--- src/rtl/user_db_pkg.sv ---
// Shared encodings, widths and helpers for the user-record SRAM arbiter.
package user_db_pkg;

  localparam int ADDR_W = 12;
  localparam int PASS_W = 16;
  localparam int CNT_W  = 4;
  localparam logic [3:0] BCD_MAX = 4'd9;

  typedef enum logic [1:0] {
    OP_READ    = 2'b00,
    OP_WR_PASS = 2'b01,
    OP_LOCK    = 2'b10,
    OP_FAIL    = 2'b11
  } op_t;

  typedef enum logic [2:0] {
    ST_IDLE  = 3'd0,
    ST_ISSUE = 3'd1,
    ST_CAPT  = 3'd2,
    ST_UPD   = 3'd3,
    ST_RESP  = 3'd4
  } state_t;

  // A username is three BCD digits; any nibble above 9 is not a valid user.
  function automatic logic bcd_addr_ok(input logic [ADDR_W-1:0] a);
    return (a[11:8] <= BCD_MAX) && (a[7:4] <= BCD_MAX) && (a[3:0] <= BCD_MAX);
  endfunction

  function automatic logic [CNT_W-1:0] sat_inc(input logic [CNT_W-1:0] c);
    if (c == 4'hF) begin
      return 4'hF;
    end else begin
      return c + 4'd1;
    end
  endfunction

endpackage

--- src/rtl/user_db_arbiter_rr_arb2.sv ---
// Two-way round-robin arbiter; after reset port 0 is preferred.
module rr_arb2
  import user_db_pkg::*;
(
  input  logic       CLK,
  input  logic       RST,
  input  logic [1:0] req,
  input  logic       advance,
  output logic [1:0] gnt
);

  // last_r = 1 means port 1 was served last, so port 0 wins a tie
  logic last_r;

  // Grant selection from current requests and last-served port
  always_comb begin
    gnt = 2'b00;
    case (req)
      2'b01:   gnt = 2'b01;
      2'b10:   gnt = 2'b10;
      2'b11:   gnt = last_r ? 2'b01 : 2'b10;
      default: gnt = 2'b00;
    endcase
  end

  // Remember which port took the grant
  always_ff @(posedge CLK or posedge RST) begin
    if (RST) begin
      last_r <= 1'b1;
    end else if (advance && (|gnt)) begin
      last_r <= gnt[1];
    end else begin
      last_r <= last_r;
    end
  end

endmodule

--- src/rtl/user_db_arbiter.sv ---
// Shares the single-port user-record SRAM between the login FSM (port 0) and the
// admin panel (port 1), expanding each high-level op into cs/rw sequences.
module user_db_arbiter
  import user_db_pkg::*;
#(
  parameter int MAX_TRIES = 3
) (
  input  logic        CLK,
  input  logic        RST,
  input  logic        req0,
  input  logic        req1,
  input  logic [1:0]  op0,
  input  logic [1:0]  op1,
  input  logic [11:0] addr0,
  input  logic [11:0] addr1,
  input  logic [15:0] wdata0,
  input  logic [15:0] wdata1,
  output logic        done0,
  output logic        done1,
  output logic        err,
  output logic        locked,
  output logic [15:0] rd_pass,
  output logic        rd_admin,
  output logic [3:0]  rd_count,
  output logic        busy,
  output logic        ram_cs,
  output logic        ram_pass_rw,
  output logic        ram_admin_rw,
  output logic        ram_lock_rw,
  output logic        ram_count_rw,
  output logic [11:0] ram_addr,
  output logic [15:0] ram_pass_in,
  output logic [3:0]  ram_count_in,
  output logic        ram_admin_in,
  output logic        ram_lock_in,
  input  logic [15:0] ram_pass_out,
  input  logic [3:0]  ram_count_out,
  input  logic        ram_admin_out,
  input  logic        ram_lock_out
);

  state_t             state_r, next_s;
  op_t                op_r, op_sel_s;
  logic               owner_r, owner_s;
  logic [1:0]         gnt_s;
  logic [ADDR_W-1:0]  addr_sel_s;
  logic [PASS_W-1:0]  wdata_sel_s;
  logic [CNT_W-1:0]   inc_s;
  logic               hit_max_s;

  logic               nx_cs_s, nx_pass_rw_s, nx_lock_rw_s, nx_count_rw_s, nx_lock_in_s;
  logic [PASS_W-1:0]  nx_pass_in_s;
  logic [CNT_W-1:0]   nx_count_in_s;

  rr_arb2 u_arb (
    .CLK     (CLK),
    .RST     (RST),
    .req     ({req1, req0}),
    .advance (state_r == ST_IDLE),
    .gnt     (gnt_s)
  );

  assign op_sel_s    = op_t'(gnt_s[1] ? op1 : op0);
  assign addr_sel_s  = gnt_s[1] ? addr1 : addr0;
  assign wdata_sel_s = gnt_s[1] ? wdata1 : wdata0;
  assign owner_s     = (state_r == ST_IDLE) ? gnt_s[1] : owner_r;

  // Wrong-try update is computed from the freshly read count (valid in CAPT)
  assign inc_s     = sat_inc(ram_count_out);
  assign hit_max_s = ({1'b0, ram_count_out} + 5'd1) >= 5'(MAX_TRIES);

  // The admin bit is never rewritten by any op
  assign ram_admin_rw = 1'b0;
  assign ram_admin_in = 1'b0;

  // Next state and the SRAM strobes to present during the next state
  always_comb begin
    next_s        = state_r;
    nx_cs_s       = 1'b0;
    nx_pass_rw_s  = 1'b0;
    nx_lock_rw_s  = 1'b0;
    nx_count_rw_s = 1'b0;
    nx_lock_in_s  = 1'b0;
    nx_pass_in_s  = 16'h0000;
    nx_count_in_s = 4'h0;
    case (state_r)
      ST_IDLE: begin
        if (|gnt_s) begin
          if (!bcd_addr_ok(addr_sel_s)) begin
            next_s = ST_RESP;
          end else begin
            next_s  = ST_ISSUE;
            nx_cs_s = 1'b1;
            if (op_sel_s == OP_WR_PASS) begin
              nx_pass_rw_s  = 1'b1;
              nx_count_rw_s = 1'b1;
              nx_lock_rw_s  = 1'b1;
              nx_pass_in_s  = wdata_sel_s;
            end else begin
              nx_pass_rw_s = 1'b0;
            end
          end
        end else begin
          next_s = ST_IDLE;
        end
      end
      ST_ISSUE: next_s = (op_r == OP_WR_PASS) ? ST_RESP : ST_CAPT;
      ST_CAPT: begin
        case (op_r)
          OP_FAIL: begin
            next_s        = ST_UPD;
            nx_cs_s       = 1'b1;
            nx_count_rw_s = 1'b1;
            nx_count_in_s = inc_s;
            nx_lock_rw_s  = hit_max_s;
            nx_lock_in_s  = hit_max_s;
          end
          OP_LOCK: begin
            if (ram_admin_out) begin
              next_s = ST_RESP;
            end else begin
              next_s       = ST_UPD;
              nx_cs_s      = 1'b1;
              nx_lock_rw_s = 1'b1;
              nx_lock_in_s = 1'b1;
            end
          end
          default: next_s = ST_RESP;
        endcase
      end
      ST_UPD:  next_s = ST_RESP;
      ST_RESP: next_s = ST_IDLE;
      default: next_s = ST_IDLE;
    endcase
  end

  // State register and registered strobes/handshake
  always_ff @(posedge CLK or posedge RST) begin
    if (RST) begin
      state_r      <= ST_IDLE;
      ram_cs       <= 1'b0;
      ram_pass_rw  <= 1'b0;
      ram_lock_rw  <= 1'b0;
      ram_count_rw <= 1'b0;
      ram_lock_in  <= 1'b0;
      ram_pass_in  <= 16'h0000;
      ram_count_in <= 4'h0;
      done0        <= 1'b0;
      done1        <= 1'b0;
      busy         <= 1'b0;
    end else begin
      state_r      <= next_s;
      ram_cs       <= nx_cs_s;
      ram_pass_rw  <= nx_pass_rw_s;
      ram_lock_rw  <= nx_lock_rw_s;
      ram_count_rw <= nx_count_rw_s;
      ram_lock_in  <= nx_lock_in_s;
      ram_pass_in  <= nx_pass_in_s;
      ram_count_in <= nx_count_in_s;
      done0        <= (next_s == ST_RESP) && !owner_s;
      done1        <= (next_s == ST_RESP) && owner_s;
      busy         <= (next_s != ST_IDLE);
    end
  end

  // Request latch at grant and result capture; results hold between ops
  always_ff @(posedge CLK or posedge RST) begin
    if (RST) begin
      owner_r  <= 1'b0;
      op_r     <= OP_READ;
      ram_addr <= 12'h000;
      err      <= 1'b0;
      locked   <= 1'b0;
      rd_pass  <= 16'h0000;
      rd_admin <= 1'b0;
      rd_count <= 4'h0;
    end else begin
      case (state_r)
        ST_IDLE: begin
          if (|gnt_s) begin
            owner_r  <= gnt_s[1];
            op_r     <= op_sel_s;
            ram_addr <= addr_sel_s;
            err      <= !bcd_addr_ok(addr_sel_s);
            locked   <= 1'b0;
          end else begin
            owner_r <= owner_r;
          end
        end
        ST_CAPT: begin
          rd_pass  <= ram_pass_out;
          rd_admin <= ram_admin_out;
          // FAIL/LOCK report the values the UPD access is about to write
          case (op_r)
            OP_FAIL: begin
              rd_count <= inc_s;
              locked   <= ram_lock_out | hit_max_s;
            end
            OP_LOCK: begin
              rd_count <= ram_count_out;
              locked   <= ram_admin_out ? ram_lock_out : 1'b1;
              err      <= ram_admin_out;
            end
            default: begin
              rd_count <= ram_count_out;
              locked   <= ram_lock_out;
            end
          endcase
        end
        default: owner_r <= owner_r;
      endcase
    end
  end

endmodule

--- config.mk ---
export PLATFORM = sky130hd
export DESIGN_NAME = user_db_arbiter
export DESIGN_NICKNAME = d
export VERILOG_FILES = /design/src/rtl/user_db_pkg.sv /design/src/rtl/user_db_arbiter_rr_arb2.sv /design/src/rtl/user_db_arbiter.sv
export SDC_FILE = /design/constraint.sdc
export NUM_CORES = 1
export LEC_CHECK = 0
export ABC_AREA = 1
export BUFFER_PORTS_ARGS = -buffer_cell sky130_fd_sc_hd__buf_2
export CAP_MARGIN = 40
export CORE_ASPECT_RATIO = 1.75
export CORE_MARGIN = 4
export CORE_UTILIZATION = 42
export DETAILED_ROUTE_END_ITERATION = 10
export HOLD_SLACK_MARGIN = 0.05
export PLACE_DENSITY = 0.77
export SKIP_LAST_GASP = 1
export SYNTH_ARGS = -nofsm -noshare
export SYNTH_HDL_FRONTEND = slang
export SYNTH_SLANG_ARGS = --single-unit
--- constraint.sdc ---
create_clock -name CLK -period 1.8 [get_ports CLK]
set_clock_uncertainty 0.15 [all_clocks]
set_input_delay 0.09 -clock CLK [delete_from_list [all_inputs] [get_ports CLK]]
set_output_delay 0.09 -clock CLK [all_outputs]
set_load 0.03 [all_outputs]
Word-level counts from Yosys, hierarchy flattened
Cells that the tools add are included.
Widths: inputs -> output; s select.
{ "classes": {"n_addsub": 2, "multipliers": 0, "n_div": 0, "magnitude_cmp": 4, "eq_ne": 14, "shifts": 0, "n_mux": 41, "bitwise": 1, "n_reduce_logical": 14} }
{ "ops": {"columns": ["cell", "n"], "rows": [
  ["$mux 16", 5],
  ["$mux 4", 4],
  ["$pmux 1 s2", 8],
  ["$mux 1", 14],
  ["$le 4x4->1 const B", 3],
  ["$mux 12", 1],
  ["$mux 3", 4],
  ["$pmux 3 s4", 1],
  ["$eq 2x2->1 const B", 4],
  ["$eq 2x1->1 const B", 3],
  ["$eq 3x2->1 const B", 2],
  ["$pmux 2 s3", 1],
  ["$pmux 3 s2", 1],
  ["$add 4x1->5 const B", 1],
  ["$ge 5x2->1 const B", 1],
  ["$logic_and 1x1->1", 5],
  ["$add 4x1->4 const B", 1],
  ["$eq 4x4->1 const B", 1],
  ["$mux 2", 2],
  ["$reduce_and 2->1", 2],
  ["$eq 3x1->1 const B", 1],
  ["$eq 3x3->1 const B", 1],
  ["$logic_not 3->1", 1],
  ["$reduce_and 3->1", 1],
  ["7 further kinds", 8]
]} }
{ "totals": {"regBits": 70, "latch_bits": 0, "ramBits": 0, "romBits": 0, "inputBits": 86, "output_inout_bits": 65, "wordCells": 96, "mem_count": 0} }

Longest topological paths before layout
Gate-level depths: netlist of run 1.
{ "logic_depth": {"ltp_word": 11, "depth_mapped": 11, "depth_no_buf": 10} }

By module
From an unflattened synthesis of run 1, not the netlist that was laid out.
{ "hier_totals": {"cells_unflattened": 363, "area_unflattened_um2": 3203.1} }
{ "modules_own_cells": {"columns": ["module", "instances", "cells_each", "area_each_um2", "seq_area_each_um2"], "rows": [
  ["user_db_arbiter", 1, 354, 3138.0, 1726.7],
  ["rr_arb2", 1, 9, 65.1, 26.3]
]} }

Least setup slack after synthesis of run 1
OpenSTA, ideal clock, no wires.
{ "synth_path": {"path_kind": "reg-to-reg", "startpoint": "register u_arb.last_r", "endpoint": "register busy", "setup_ps": 135, "arrival_ps": 1494, "t_required_ps": 1515, "setup_slack_ps": 21, "path_stages_with_launch": 11, "n_path_buf": 1, "synth_period_minus_slack_ps": 1779, "path_cell_list": "dfstp_2 -> nand2_1 -> nand2_2 -> buf_6 -> nand2_1 -> nand2_1 -> nand2_1 -> nand2_1 -> nand3_1 -> a21oi_1 -> nand3_1"} }
{ "synth_via": {"elab_chain_len": 10, "elab_cells_between_ends": 13, "classes_between": "order compare: 3; mux: 6; reduce/logical: 4"} }
{ "synth_rtl": {"columns": ["element", "line_no", "rtl"], "rows": [
  ["start, declared", "user_db_arbiter_rr_arb2.sv:13", "logic last_r;"],
  ["start signal, assigned", "user_db_arbiter_rr_arb2.sv:31", "last_r <= gnt[1];"],
  ["start signal, assigned", "user_db_arbiter_rr_arb2.sv:33", "last_r <= last_r;"],
  ["$mux 2 (*)", "user_db_arbiter_rr_arb2.sv:21", "2'b11: gnt = last_r ? 2'b01 : 2'b10;"],
  ["$pmux 2 s3 (*)", "user_db_arbiter_rr_arb2.sv:18", "case (req)"],
  ["$mux 12", "user_db_arbiter.sv:64", "assign addr_sel_s = gnt_s[1] ? addr1 : addr0;"],
  ["$le 4x4->1", "user_db_pkg.sv:26", "return (a[11:8] <= BCD_MAX) && (a[7:4] <= BCD_MAX) && (a[3:0] <= BCD_MAX);"],
  ["$logic_and 1x1->1 (2 in series)", "user_db_pkg.sv:26", null],
  ["$mux 3", "user_db_arbiter.sv:89", "if (!bcd_addr_ok(addr_sel_s)) begin"],
  ["$mux 3 (*)", "user_db_arbiter.sv:88", "if (|gnt_s) begin"],
  ["$pmux 3 s4 (*)", "user_db_arbiter.sv:86", "case (state_r)"],
  ["$reduce_bool 3->1 (*)", "user_db_arbiter.sv:162", "busy <= (next_s != ST_IDLE);"],
  ["end signal, assigned", "user_db_arbiter.sv:162", null],
  ["end, declared", "user_db_arbiter.sv:25", "output logic busy,"]
]} }
Mark *: on every way between the ends. The rest lies on a longest branch, timed or not.
A chain may end at the register's enable or synchronous reset.

Worst setup path in the final report of run 1
{ "layout_path": {"startpoint": "register u_arb.last_r", "endpoint": "register ram_pass_in[1]"} }
{ "layout_via": {"elab_chain_len": 9, "elab_cells_between_ends": 16, "classes_between": "order compare: 3; eq/ne: 1; mux: 9; reduce/logical: 3"} }
{ "layout_rtl": {"columns": ["element", "line_no", "rtl"], "rows": [
  ["$mux 2 (*)", "user_db_arbiter_rr_arb2.sv:21", null],
  ["$pmux 2 s3 (*)", "user_db_arbiter_rr_arb2.sv:18", null],
  ["$mux 12", "user_db_arbiter.sv:64", null],
  ["$le 4x4->1", "user_db_pkg.sv:26", null],
  ["$logic_and 1x1->1 (2 in series)", "user_db_pkg.sv:26", null],
  ["$mux 16", "user_db_arbiter.sv:89", null],
  ["$mux 16 (*)", "user_db_arbiter.sv:88", null],
  ["$mux 16 (*)", "user_db_arbiter.sv:86", null],
  ["net nx_pass_in_s[1]", "user_db_arbiter.sv:52", "logic [PASS_W-1:0] nx_pass_in_s;"],
  ["end signal, assigned", "user_db_arbiter.sv:158", "ram_pass_in <= nx_pass_in_s;"],
  ["end, declared", "user_db_arbiter.sv:32", "output logic [15:0] ram_pass_in,"]
]} }
Mark *: on every way through the listed nets, which the timed path passes. The rest lies on a longest branch.

==> results of run 1 <==
[worst max-delay path, delay by kind of cell (launching register included)]
family / cells / cell delay, ns
DFF: 1 / 0.55
AOI/OAI and AO/OA: 1 / 0.12
and+or+nand+nor: 7 / 0.72
buffers and inverters: 2 / 0.35
[area by class of cell]
type | count | area [um2]
Antenna cell | 3 | 7.51
Clock buffer | 11 | 253
Clock inverter | 5 | 105
Fill cell | 448 | 1750
Inverter | 30 | 116
Multi-Input combinational cell | 246 | 1300
Sequential cell | 70 | 1750
Tap cell | 86 | 108
Timing Repair Buffer | 256 | 1840
[synthesized netlist by cell type (2+ instances only)]
master and number:
a21oi_2 7, nand3b_1 4, o21ai_0 16, inv_1 28, buf_2 5, dfrtp_1 69, clkbuf_1 9, buf_6 2
nor3_1 2, a2bb2oi_1 2, ha_1 2, nand2_2 2, a21oi_1 24, nor2_1 14, nand3_1 31, buf_4 2
nand2_1 129, nor2_2 2
[worst max-delay path by stage]
| stage | slack, ns | to | depth (start not counted) | startpoint |
|---|---|---|---|---|
| after floorplan | 0.02 | busy | 10 | u_arb.last_r |
| after global placement | -0.02 | busy | 9 | u_arb.last_r |
| after detailed placement | -0.1 | busy | 9 | u_arb.last_r |
| after CTS | -0.04 | ram_pass_in[13] | 8 | u_arb.last_r |
| after global routing | -0.21 | ram_pass_in[1] | 10 | u_arb.last_r |
| final | -0.18 | ram_pass_in[1] | 10 | u_arb.last_r |
[power by group through the flow]
| stage | registers, mW | clock network [mW] | logic (mW) |
|---|---|---|---|
| floorplan | 3.34 | 0 | 1.30 |
| global placement | 2.41 | 0 | 3.21 |
| detailed placement | 2.43 | 0 | 3.28 |
| CTS | 2.42 | 2.12 | 3.48 |
| global route | 2.48 | 2.19 | 4.02 |
| finish | 2.43 | 2.08 | 3.72 |
[what timing repair did]
item | CTS | global route
hold buffers | 78 | 0
pin swaps | 2 | 12
cloned | 1 | 4
hold endpoints to repair | 124 | 0
resized for setup | 6 | 35
setup endpoints to repair | 24 | 28
buffers inserted | 3 | 5
[registers in the layout, indices dropped and copies added, names as in the netlist, 2 cells and up]
| signal | count |
|---|---|
| op_r | 2 |
| ram_addr | 12 |
| ram_count_in | 4 |
| ram_pass_in | 16 |
| rd_count | 4 |
| rd_pass | 16 |
| state_r | 3 |
[stage by stage]
stage / setup slack (ns) / hold slack (ns) / setup TNS [ns] / utilization (%)
2_1_floorplan: 0.0214 / 0.0441 / 0 / -
3_3_place_gp: -0.0160 / 0.0627 / -0.0160 / 55.9
3_5_place_dp: -0.0985 / 0.0747 / -1.20 / 55.9
4_1_cts: -0.0390 / 0.0560 / -0.174 / 72.3
5_1_grt: -0.211 / 0.0931 / -3.75 / 75.7
6_report: -0.176 / 0.0570 / -2.52 / 75.8
[cells by family after synthesis]
logic type / count (synthesis)
AO/OA/AOI/OAI: 52
XOR/XNOR: 1
other: 1
adder cells (fa/ha/maj): 2
AND/OR/NAND/NOR: 188
buffers and inverters: 48
flip-flops: 70
[metal layers]
layer,wire length [um],track usage (%),up-vias
met5,0,0,-
met4,600,17.9,0
met3,795,5.86,56
met2,6440,44.6,214
met1,3820,25.1,1716
li1,-,-,1662
==> results.json, run 1 <==
{
  "status": "complete, but fails checks",
  "violations": "setup timing",
  "drt.antenna.violating_nets": 0,
  "drt_iter0_markers": 219,
  "ys_types": 30,
  "min_period_ns": 1.98,
  "dominantRegCellSynth": "dfrtp_1",
  "end_kind": "register",
  "grt_pass1_vias": 3743,
  "switching_share_pct": 41.6,
  "slowest_stage": "dfstp_2",
  "track_usage_pct": 25.3,
  "cp_common_cell": "nand2_1",
  "htreeDepth": 3,
  "layout-drive-gt1-share_pct": 39.3,
  "synth_top_area_cell": "dfrtp_1",
  "placed_area_um2": 4040,
  "worstPathRequired_ns": 1.90,
  "p_clk_share_pct": 25.3,
  "avgSynthCellArea_um2": 8.62,
  "setup_violations": 20,
  "vias_per_cell": 5.16,
  "grt_pass1_wl_um": 17300,
  "grt-ovfl-total": 0,
  "worstReg2RegEnd": "ram_pass_in[1]",
  "yosys_warnings": 0,
  "clock_path_buffers": 2,
  "synthSimpleGateAreaFrac_pct": 26.3,
  "synth_top_family_by_area": "simple AND/OR/NAND/NOR gates",
  "pwr-share-comb_pct": 45.2,
  "power.total_mw": 8.24,
  "fin_crit_sh_pct": 110,
  "worst_hold_startpoint": "op0[0]",
  "syn_inst": 362,
  "most-common-layout-cells": "148 x buf_2, 114 x nand2_1, 78 x dlygate4sd3_1",
  "chipWidth_um": 73.2,
  "peakVddDrop_mv": 1.11,
  "synth_seq_cells": 70,
  "seq_area_frac_synth_pct": 56.2,
  "synth_top_area_share_pct": 55.3,
  "dp_hpwl_um": 6310,
  "rsz0062_at_grt": "yes",
  "cap_violations": 0,
  "cp-start-kind": "register",
  "final_nets": 701,
  "worstHoldPathCells": 5,
  "cts_tree": "built",
  "syn_to_final_growth_pct": 75.7,
  "grt_max_degree": 71,
  "fp.dieH_um": 122,
  "dieArea_um2": 8930,
  "root_buffer": "clkbuf_16",
  "hold_viol_final": 0,
  "final_common_cell": "buf_2",
  "slowest_delay_ns": 0.55,
  "synth_compound_area_share_pct": 9.62,
  "routed_wl_um": 11700,
  "gp_congestion": 0.798,
  "reg2reg_depth": 10,
  "p_per_area_nw_per_um2": 1500,
  "synth_xor_xnor_area_share_pct": 0.281,
  "clk_latency_ns": 0.33,
  "syn-cell-area_um2": 3120,
  "start_util_pct": 43.1,
  "crit_path_max_fanout": 5,
  "synth_fa_ha_area_share_pct": 0.802,
  "antenna_found_initial": 1,
  "dp.cells": 597,
  "vias": 3648,
  "crit_type": "register to register",
  "internal_power_mw": 4.81,
  "async_flop_share_pct": 100,
  "drtPass1Iterations": 5,
  "netlist_top_cells_area": "dfrtp_1 55%, nand2_1 16%, nand3_1 5.0%, a21oi_1 3.8%, inv_1 3.4%",
  "p_sw_mw": 3.43,
  "p_seq_share_pct": 29.6,
  "cts_sinks": 70,
  "num_io_pins": 151,
  "drc": 0,
  "p_leak_nw": 2.97,
  "synth_edf_count": 0,
  "rr_startpoint": "u_arb.last_r",
  "fin_cells": 707,
  "cp.arrival_ns": 2.08,
  "port_buffers": 148,
  "core_area_um2": 7230,
  "final_max_slew_viol_count": 0,
  "fin_ws_ns": -0.176,
  "min_to": "op_r[0]",
  "muxShareOfSynthArea_pct": 0,
  "wl_per_cell_um": 16.5,
  "max_freq_ghz": 0.506,
  "cts.clk_slew.worst_paths_ns": 0.06,
  "numCtsBuffers": 9,
  "rows": 41,
  "cp_cell_sequence": "nand2_4, nand2_4, nand2_1, nand2_1, nand2_1, nand2_2, buf_4, nand4_4, clkbuf_16, a21oi_4",
  "hp-class": "primary input to register",
  "finalInstanceArea_um2": 5480,
  "r2r_slack_ns": -0.18
}
Power figures use the tool's default switching activity.
==> inputs of run 2 (changes only) <==
--- a/config.mk
+++ b/config.mk
@@ -14,7 +14,6 @@
 export DETAILED_ROUTE_END_ITERATION = 10
 export HOLD_SLACK_MARGIN = 0.05
 export PLACE_DENSITY = 0.77
-export SKIP_LAST_GASP = 1
 export SYNTH_ARGS = -nofsm -noshare
 export SYNTH_HDL_FRONTEND = slang
 export SYNTH_SLANG_ARGS = --single-unit
==> run 2 against run 1 <==
The run still ends with setup timing left. Combinational power about the same. Cell count rose by 0.71%. Critical path depth unchanged. Flip-flop and latch count is the same. Register-to-register slack improved by 0.04 ns. Hold slack better by 0.039 ns.
==> results.json, run 2 (synthesis results as in run 1) <==
{
  "internal_power_mw": 4.82,
  "grt-ovfl-total": 0,
  "grt_pass1_wl_um": 17200,
  "antenna_found_initial": 3,
  "final_max_slew_viol_count": 0,
  "most-common-layout-cells": "148 x buf_2, 110 x nand2_1, 79 x dlygate4sd3_1",
  "cp-start-kind": "register",
  "p_seq_share_pct": 29.4,
  "p_per_area_nw_per_um2": 1490,
  "routed_wl_um": 12000,
  "dp_hpwl_um": 6310,
  "post-place-ws_ns": -0.0985,
  "cp.arrival_ns": 2.02,
  "num_io_pins": 151,
  "cap_violations": 0,
  "status": "complete, but fails checks",
  "end_kind": "register",
  "clock_path_buffers": 2,
  "crit_path_max_fanout": 5,
  "grt_pass1_vias": 3699,
  "violations": "setup timing",
  "track_usage_pct": 25.1,
  "nFillCells": 434,
  "start_util_pct": 43.1,
  "rsz0062_at_grt": "yes",
  "fin_ws_ns": -0.133,
  "layout-drive-gt1-share_pct": 39.9,
  "final_common_cell": "buf_2",
  "rows": 41,
  "setup_violations": 19,
  "grt-busiest-layer": "met2",
  "regArea_um2": 1750,
  "final_nets": 704,
  "worstPathRequired_ns": 1.89,
  "grt_max_degree": 71,
  "wl_per_cell_um": 16.8,
  "core_area_um2": 7230,
  "cts.clk_slew.worst_paths_ns": 0.06,
  "timing.setup.tns_ns": -1.62,
  "peakVddDrop_mv": 1.18,
  "syn_to_final_growth_pct": 77.8,
  "grtUsageMet3_pct": 5.86,
  "reg.largest.list": "ram_pass_in (16), rd_pass (16), ram_addr (12)",
  "met2_usage_pct": 44.4,
  "cts_sinks": 70,
  "drt_iter0_markers": 249,
  "drt.antenna.violating_nets": 0,
  "cts_tree": "built",
  "gp_congestion": 0.798,
  "p_leak_nw": 2.99,
  "root_buffer": "clkbuf_16",
  "htreeDepth": 3,
  "pwr-share-comb_pct": 45.4,
  "chipWidth_um": 73.2,
  "min_period_ns": 1.93,
  "crit_type": "register to register",
  "fp.dieH_um": 122,
  "vias_per_cell": 5.17,
  "multiInputGateArea_um2": 1330,
  "dieArea_um2": 8930,
  "max_freq_ghz": 0.517,
  "p_clk_share_pct": 25.1,
  "hold_viol_final": 0,
  "switching_share_pct": 41.6,
  "port_buffers": 148,
  "final_util_pct": 76.7,
  "fin_crit_sh_pct": 107,
  "clk_latency_ns": 0.32,
  "vias": 3678,
  "drc": 0,
  "hp-class": "primary input to register",
  "grt_use_met1_pct": 25.5,
  "p_sw_mw": 3.43,
  "drtPass1Iterations": 5,
  "numCtsBuffers": 9
}
## run 2: critical path: stages, from the launching register on
cell	delay (ns)
dfstp_2	0.55
nand2_4	0.09
nand2_4	0.12
nand2_2	0.07
nand2_2	0.08
nand2_2	0.06
nand2_2	0.08
buf_4	0.12
nand4_4	0.18
clkbuf_16	0.22
a21oi_2	0.13
## run 2: final timing paths
check	startpoint	cells after the start	endpoint	slack [ns]
max	u_arb.last_r	10	ram_pass_in[0]	-0.13
min in group asynchronous	RST	4	rd_pass[13]	0.24
max in group asynchronous	RST	4	u_arb.last_r	0.89
min reg2reg	rd_pass[1]	2	rd_pass[1]	0.31
max reg2reg	u_arb.last_r	10	ram_pass_in[0]	-0.13
min	addr1[1]	5	ram_addr[1]	0.1
## run 2: per-stage QoR
stage | std cells | hold WS, ns | instance area, um2 | total power [mW]
3_3_place_gp | 597 | 0.0627 | 4040 | 5.62
3_5_place_dp | 597 | 0.0747 | 4040 | 5.71
2_1_floorplan | 363 | 0.0441 | 3130 | 4.64
4_1_cts | 696 | 0.0560 | 5250 | 8.04
6_report | 712 | 0.0964 | 5550 | 8.26
5_1_grt | 710 | 0.120 | 5540 | 8.71
## run 2: area by class of cell
cell class / instances / share of cell area (%)
Clock inverter: 5 / 1.89
Multi-Input combinational cell: 246 / 24.0
Clock buffer: 11 / 4.56
Inverter: 30 / 2.10
Timing Repair Buffer: 259 / 33.7
Antenna cell: 5 / 0.226
Sequential cell: 70 / 31.6
Tap cell: 86 / 1.94
## run 2: per-layer routing
| layer | vias up | share of wire (%) | wire length [um] |
|---|---|---|---|
| met5 | - | 0 | 0 |
| met4 | 0 | 5.5 | 662 |
| met3 | 56 | 6.4 | 760 |
| met2 | 229 | 55 | 6560 |
| met1 | 1730 | 33 | 3970 |
| li1 | 1663 | - | - |
## run 2: power groups by stage
stage,clock [mW],sequential [mW],combinational (mW)
after floorplan,0,3.34,1.30
after global placement,0,2.41,3.21
after detailed placement,0,2.43,3.28
after CTS,2.12,2.42,3.49
after global routing,2.19,2.48,4.04
final,2.08,2.43,3.75
## run 2: timing repair
| action | CTS | global route |
|---|---|---|
| hold buffers | 79 | 0 |
| endpoints found under the hold margin | 124 | 0 |
| resized for setup | 9 | 39 |
| endpoints found under the setup margin | 24 | 28 |
| pin swaps | 2 | 16 |
| cloned | 1 | 4 |
| buffers inserted | 3 | 7 |
